### src/rtl/pacman_move_ctrl.sv
// Pac-Man movement sequencer: buffers turn requests, divides frame ticks into
// steps, and checks each candidate position with the maze wall-lookup unit first.
module pacman_move_ctrl #(
  parameter logic [9:0] START_X  = 10'd305,
  parameter logic [9:0] START_Y  = 10'd350,
  parameter int         STEP     = 2,
  parameter int         STEP_DIV = 2,
  parameter logic [9:0] X_MIN    = 10'd144,
  parameter logic [9:0] X_MAX    = 10'd754,
  parameter logic [9:0] Y_MIN    = 10'd35,
  parameter logic [9:0] Y_MAX    = 10'd485
) (
  input  logic       clk,
  input  logic       rst,
  input  logic       enable,
  input  logic       frame_tick,
  input  logic [3:0] btn,
  output logic       wall_req,
  output logic [9:0] wall_x,
  output logic [9:0] wall_y,
  input  logic       wall_ack,
  input  logic       wall_hit,
  output logic [9:0] pm_xpos,
  output logic [9:0] pm_ypos,
  output logic [3:0] pm_direction,
  output logic       moving,
  output logic       busy
);

  typedef enum logic [2:0] {
    S_IDLE   = 3'd0,
    S_Q_PEND = 3'd1,
    S_W_PEND = 3'd2,
    S_Q_CUR  = 3'd3,
    S_W_CUR  = 3'd4,
    S_COMMIT = 3'd5
  } state_t;

  localparam logic [3:0]         DIV_LAST = 4'(STEP_DIV - 1);
  localparam logic signed [10:0] STEP_S   = 11'(STEP);
  localparam logic signed [10:0] XMIN_S   = $signed({1'b0, X_MIN});
  localparam logic signed [10:0] XMAX_S   = $signed({1'b0, X_MAX});
  localparam logic signed [10:0] YMIN_S   = $signed({1'b0, Y_MIN});
  localparam logic signed [10:0] YMAX_S   = $signed({1'b0, Y_MAX});

  // Returns {in_bounds, x, y}; a non-one-hot heading is never legal.
  function automatic logic [20:0] cand_f(input logic [3:0] dir, input logic [9:0] x,
                                         input logic [9:0] y);
    logic signed [10:0] cx;
    logic signed [10:0] cy;
    logic               dir_ok;
    logic               ok;
    cx     = $signed({1'b0, x});
    cy     = $signed({1'b0, y});
    dir_ok = 1'b1;
    case (dir)
      4'b0001: cx = cx + STEP_S;
      4'b0010: cx = cx - STEP_S;
      4'b0100: cy = cy - STEP_S;
      4'b1000: cy = cy + STEP_S;
      default: dir_ok = 1'b0;
    endcase
    ok = dir_ok && (cx >= XMIN_S) && (cx <= XMAX_S) && (cy >= YMIN_S) && (cy <= YMAX_S);
    return {ok, cx[9:0], cy[9:0]};
  endfunction

  state_t      state_r;
  state_t      state_nxt_s;
  logic [3:0]  div_r;
  logic [3:0]  pend_r;
  logic [3:0]  qdir_r;
  logic [3:0]  btn_sel_s;
  logic [9:0]  xpos_r;
  logic [9:0]  ypos_r;
  logic [3:0]  dir_r;
  logic        moving_r;
  logic        busy_r;
  logic        wall_req_r;
  logic [9:0]  wall_x_r;
  logic [9:0]  wall_y_r;
  logic        trigger_s;
  logic [20:0] cand_pend_s;
  logic [20:0] cand_cur_s;

  assign trigger_s   = enable && frame_tick && (div_r == DIV_LAST);
  assign cand_pend_s = cand_f(pend_r, xpos_r, ypos_r);
  assign cand_cur_s  = cand_f(dir_r, xpos_r, ypos_r);

  // Button priority encoder: right > left > up > down.
  always_comb begin
    btn_sel_s = 4'b0000;
    if (btn[0]) begin
      btn_sel_s = 4'b0001;
    end else if (btn[1]) begin
      btn_sel_s = 4'b0010;
    end else if (btn[2]) begin
      btn_sel_s = 4'b0100;
    end else if (btn[3]) begin
      btn_sel_s = 4'b1000;
    end else begin
      btn_sel_s = 4'b0000;
    end
  end

  // Frame-tick divider; keeps counting even while a step is in flight.
  always_ff @(posedge clk or posedge rst) begin
    if (rst) begin
      div_r <= 4'd0;
    end else if (enable && frame_tick) begin
      div_r <= (div_r == DIV_LAST) ? 4'd0 : div_r + 4'd1;
    end
  end

  // Turn buffer: a fresh press always overrides; cleared once adopted.
  always_ff @(posedge clk or posedge rst) begin
    if (rst) begin
      pend_r <= 4'b0000;
    end else if (btn != 4'b0000) begin
      pend_r <= btn_sel_s;
    end else if ((state_r == S_COMMIT) && (qdir_r == pend_r)) begin
      pend_r <= 4'b0000;
    end
  end

  // State register.
  always_ff @(posedge clk or posedge rst) begin
    if (rst) begin
      state_r <= S_IDLE;
      busy_r  <= 1'b0;
    end else begin
      state_r <= state_nxt_s;
      busy_r  <= (state_nxt_s != S_IDLE);
    end
  end

  // Next-state logic: try the buffered turn first, then straight ahead.
  always_comb begin
    state_nxt_s = state_r;
    case (state_r)
      S_IDLE: begin
        if (trigger_s) begin
          if ((pend_r != 4'b0000) && (pend_r != dir_r)) state_nxt_s = S_Q_PEND;
          else state_nxt_s = S_Q_CUR;
        end else begin
          state_nxt_s = S_IDLE;
        end
      end
      S_Q_PEND: begin
        if (cand_pend_s[20]) state_nxt_s = S_W_PEND;
        else state_nxt_s = S_Q_CUR;
      end
      S_W_PEND: begin
        if (wall_ack) begin
          if (wall_hit) state_nxt_s = S_Q_CUR;
          else state_nxt_s = S_COMMIT;
        end else begin
          state_nxt_s = S_W_PEND;
        end
      end
      S_Q_CUR: begin
        if (cand_cur_s[20]) state_nxt_s = S_W_CUR;
        else state_nxt_s = S_IDLE;
      end
      S_W_CUR: begin
        if (wall_ack) begin
          if (wall_hit) state_nxt_s = S_IDLE;
          else state_nxt_s = S_COMMIT;
        end else begin
          state_nxt_s = S_W_CUR;
        end
      end
      S_COMMIT: state_nxt_s = S_IDLE;
      default:  state_nxt_s = S_IDLE;
    endcase
  end

  // Query issue and position commit; the held query address becomes the new position.
  always_ff @(posedge clk or posedge rst) begin
    if (rst) begin
      xpos_r     <= START_X;
      ypos_r     <= START_Y;
      dir_r      <= 4'b0001;
      qdir_r     <= 4'b0000;
      moving_r   <= 1'b0;
      wall_req_r <= 1'b0;
      wall_x_r   <= 10'd0;
      wall_y_r   <= 10'd0;
    end else begin
      case (state_r)
        S_Q_PEND: begin
          if (cand_pend_s[20]) begin
            wall_req_r <= 1'b1;
            wall_x_r   <= cand_pend_s[19:10];
            wall_y_r   <= cand_pend_s[9:0];
            qdir_r     <= pend_r;
          end
        end
        S_Q_CUR: begin
          if (cand_cur_s[20]) begin
            wall_req_r <= 1'b1;
            wall_x_r   <= cand_cur_s[19:10];
            wall_y_r   <= cand_cur_s[9:0];
            qdir_r     <= dir_r;
          end else begin
            moving_r <= 1'b0;
          end
        end
        S_W_PEND: begin
          if (wall_ack) wall_req_r <= 1'b0;
        end
        S_W_CUR: begin
          if (wall_ack) begin
            wall_req_r <= 1'b0;
            if (wall_hit) moving_r <= 1'b0;
          end
        end
        S_COMMIT: begin
          xpos_r   <= wall_x_r;
          ypos_r   <= wall_y_r;
          dir_r    <= qdir_r;
          moving_r <= 1'b1;
        end
        default: wall_req_r <= 1'b0;
      endcase
    end
  end

  assign wall_req     = wall_req_r;
  assign wall_x       = wall_x_r;
  assign wall_y       = wall_y_r;
  assign pm_xpos      = xpos_r;
  assign pm_ypos      = ypos_r;
  assign pm_direction = dir_r;
  assign moving       = moving_r;
  assign busy         = busy_r;

endmodule

### config.mk
export PLATFORM = sky130hd
export DESIGN_NAME = pacman_move_ctrl
export DESIGN_NICKNAME = d
export VERILOG_FILES = /design/src/rtl/pacman_move_ctrl.sv
export SDC_FILE = /design/constraint.sdc
export NUM_CORES = 1
export LEC_CHECK = 0
export CORE_UTILIZATION = 31
export CTS_BUF_LIST = sky130_fd_sc_hd__clkbuf_2 sky130_fd_sc_hd__clkbuf_4 sky130_fd_sc_hd__clkbuf_8
export CTS_CLUSTER_SIZE = 16
export DETAILED_ROUTE_END_ITERATION = 10
export REMOVE_ABC_BUFFERS = 1
export SLEW_MARGIN = 20
export SYNTH_ARGS = -nofsm -noshare
export SYNTH_HDL_FRONTEND = slang
export SYNTH_SLANG_ARGS = --single-unit
### constraint.sdc
create_clock -name clk -period 4.65 [get_ports clk]
set_input_delay 1.395 -clock clk [delete_from_list [all_inputs] [get_ports clk]]
set_output_delay 1.395 -clock clk [all_outputs]
set_load 0.05 [all_outputs]
==> reports/results.tsv <==
metric	value	unit
postCtsSetupRepairBufs	0	
finalHoldViolations	0	
multi_input_area	0.00279	sq mm
fin_skew	0.00810	ns
globalplace.congestion	0.977	
fp.coreArea	0.0145	sq mm
period_minus_slack	3.95	ns
maxSlewViolCount	0	
wire_per_inst	17.6	microns
fin_util	38.0	%
hold_ws	0.467	ns
cp_num_buf_inv	0	
io-pin-count	57	
report.power.total	3410	uW
cts_buffers	9	
path_delay_family	simple AND/OR/NAND/NOR gates	
grt_max_degree	33	
synth_area_per_cell	8.89	sq um
drive_gt1_share	16.1	%
antennaDiodeCount	0	
crit_arrival	4.20	ns
cts.clk_slew.worst_paths	0.07	ns
p_leak	0.00228	uW
pwr-share-clk	15.9	%
timing.final.crit_share	85.0	%
fin_tns_setup	0	ns
synth_commonest_cells	nor2_1, dfrtp_1, clkbuf_1, mux2_2	
initial_utilization	31.7	%
synth_area_leader_cell	dfrtp_1	
cts_buffer_depth	2	
setup_violations	0	
htreeDepth	3	
synth_cell_types	69	
post_cts_resized	0	
vias	4175	
cp_slowest_cell	dfrtp_1	
clock_sinks	62	
crit_chain	nor4b_2, a22oi_1, xnor2_1, o41ai_1, a41oi_1, and2_1, and2_1, o2bb2ai_2, or3_1	
intPower	1780	uW
p_switching	1640	uW
rows	44	
insertion_delay	0.37	ns
relSlewSlack	41.4	%
hpwlAfterDp	9530	microns
overflow	0	
grt_pass1_vias	4009	
crit_cells	9	
p_per_area	618	mW/mm^2
syn_inst	519	
ys.flop_type	dfrtp_1	
postCtsHoldBufs	0	
final.fill_count	1523	
cpPeakStageDelay	0.66	ns
groute.usage.overall	18.1	%
min_path_type	register to register	
tightest_slew	0.877	ns
reg2regPathDepth	9	
synth_most_common_cell	nor2_1	
critPathKind	register to register	
seq_area	0.00157	sq mm
die_width	124	microns
fmax	253	MHz
grt_pass1_wl	21100	microns
syn-cell-area	0.00461	sq mm
vias_per_cell	5.63	
drtIter0Drc	371	
cts_tree	done	
path_max_fanout	18	
synth_top_area_share	27.7	%
synthTopCellsByArea	dfrtp_1, mux2_2, dfstp_2, nor2_1, o22a_1	
seq_area_frac_synth	33.9	%
pwr-share-seq	27.3	%
whs_path_depth	1	
ys_ff_latch	62	
synthArstFlopShare	100	%
final_nets	567	
yosys_warnings	0	
dieArea	0.0154	sq mm
drc_errors	0	
status	finished clean	
area.growth.synth_to_final	19.6	%
cap_violations	0	
synth_edf_count	0	
io_buffers	56	
endpoint_kind	register	
p_sw_share	48.0	%
combPwrFrac	56.8	%
routed_wl	13100	microns
worst_setup_path_start_kind	register	
path_common_cell	and2_1	
die_y	124	microns
antenna_found_initial	0	
rsz0062_at_grt	false	
required	4.90	ns
drtPass1Iterations	5	
ant_nets	0	
peakVddDrop	0.000271	V
root_buffer	clkbuf_8	
==> cell families (layout without fill, tap and decap cells) <==
logic type / after synthesis / count (layout) / share of synthesized area [%]
buffers and inverters: 60 / 99 / 5.64
muxes: 35 / 35 / 8.41
xor gates and xnor gates: 37 / 37 / 7.02
DFF: 62 / 62 / 33.9
adders and majority gates: 4 / 4 / 1.08
and+or+nand+nor: 186 / 186 / 23.1
AOI/OAI and AO/OA: 135 / 135 / 20.9
==> registers in the layout, indices dropped and copies added, names as in the netlist <==
register,cells
busy,1
wall_x,10
moving,1
pm_direction,4
pm_ypos,10
state_r,3
wall_y,10
div_r,4
qdir_r,4
pm_xpos,10
wall_req,1
pend_r,4
==> layer usage <==
| metal | GRT usage, % | share of wire (%) |
|---|---|---|
| met3 | 3.43 | 6.2 |
| met5 | 0 | 0 |
| met4 | 7.81 | 1.7 |
| met2 | 27.3 | 45 |
| met1 | 25.1 | 47 |
==> through the flow <==
| stage | cells | setup WS (ns) | cell area [sq um] |
|---|---|---|---|
| 3_3_place_gp | 726 | 0.856 | 5300 |
| 2_1_floorplan | 473 | 0.429 | 4410 |
| 6_report | 742 | 0.699 | 5520 |
| 5_1_grt | 742 | 0.414 | 5520 |
| 3_5_place_dp | 726 | 0.773 | 5300 |
| 4_1_cts | 742 | 0.745 | 5520 |
==> path summary, 6_finish.rpt <==
path | startpoint | endpoint | slack, ns
worst max-delay path | pm_direction[2]$_DFFE_PP0P_ | busy$_DFF_PP0_ | 0.70
worst min-delay path | div_r[0]$_DFFE_PP0P_ | div_r[0]$_DFFE_PP0P_ | 0.47
worst max register to register | pm_direction[2]$_DFFE_PP0P_ | busy$_DFF_PP0_ | 0.70
worst min register to register | div_r[0]$_DFFE_PP0P_ | div_r[0]$_DFFE_PP0P_ | 0.47
max in group asynchronous | rst | pm_ypos[2]$_DFFE_PP1P_ | 2.29
min in group asynchronous | rst | div_r[0]$_DFFE_PP0P_ | 1.44
==> power groups by stage <==
stage	combinational, uW	sequential (uW)	clock [uW]
detailed placement	1930	940	0
global route	2090	969	579
floorplan	1010	1250	0
CTS	1940	933	556
global placement	1910	935	0
finish	1940	933	542
==> worst reg2reg max path, stage by stage, from the launching register on <==
cell	delay, ns
dfrtp_1	0.66
nor4b_2	0.59
a22oi_1	0.20
xnor2_1	0.20
o41ai_1	0.64
a41oi_1	0.28
and2_1	0.21
and2_1	0.44
o2bb2ai_2	0.25
or3_1	0.36
==> cell usage in the layout (no fill, tap or decap), drive strengths merged, types with 9 or more instances in the layout <==
| master | instances |
|---|---|
| xnor2 | 19 |
| nor4 | 11 |
| nand3 | 11 |
| dfrtp | 51 |
| mux2 | 30 |
| or4b | 10 |
| or3 | 9 |
| a31oi | 12 |
| inv | 14 |
| nor2 | 53 |
| buf | 13 |
| nand2 | 14 |
| dfstp | 11 |
| nor3 | 22 |
| xor2 | 18 |
| a21oi | 18 |
| o22a | 19 |
| clkdlybuf4s50 | 56 |
| a22oi | 13 |
| o21ai | 24 |
| clkbuf | 12 |
==> cell type report <==
| class | count | share of cell area (%) |
|---|---|---|
| multi-input combinational | 397 | 50.6 |
| sequential | 62 | 28.4 |
| timing repair buffer | 69 | 11.9 |
| tap | 184 | 4.17 |
| clock buffer | 12 | 2.77 |
| clock inverter | 4 | 1.27 |
| inverter | 14 | 0.952 |
No activity file was read; power rests on OpenSTA's default activity.
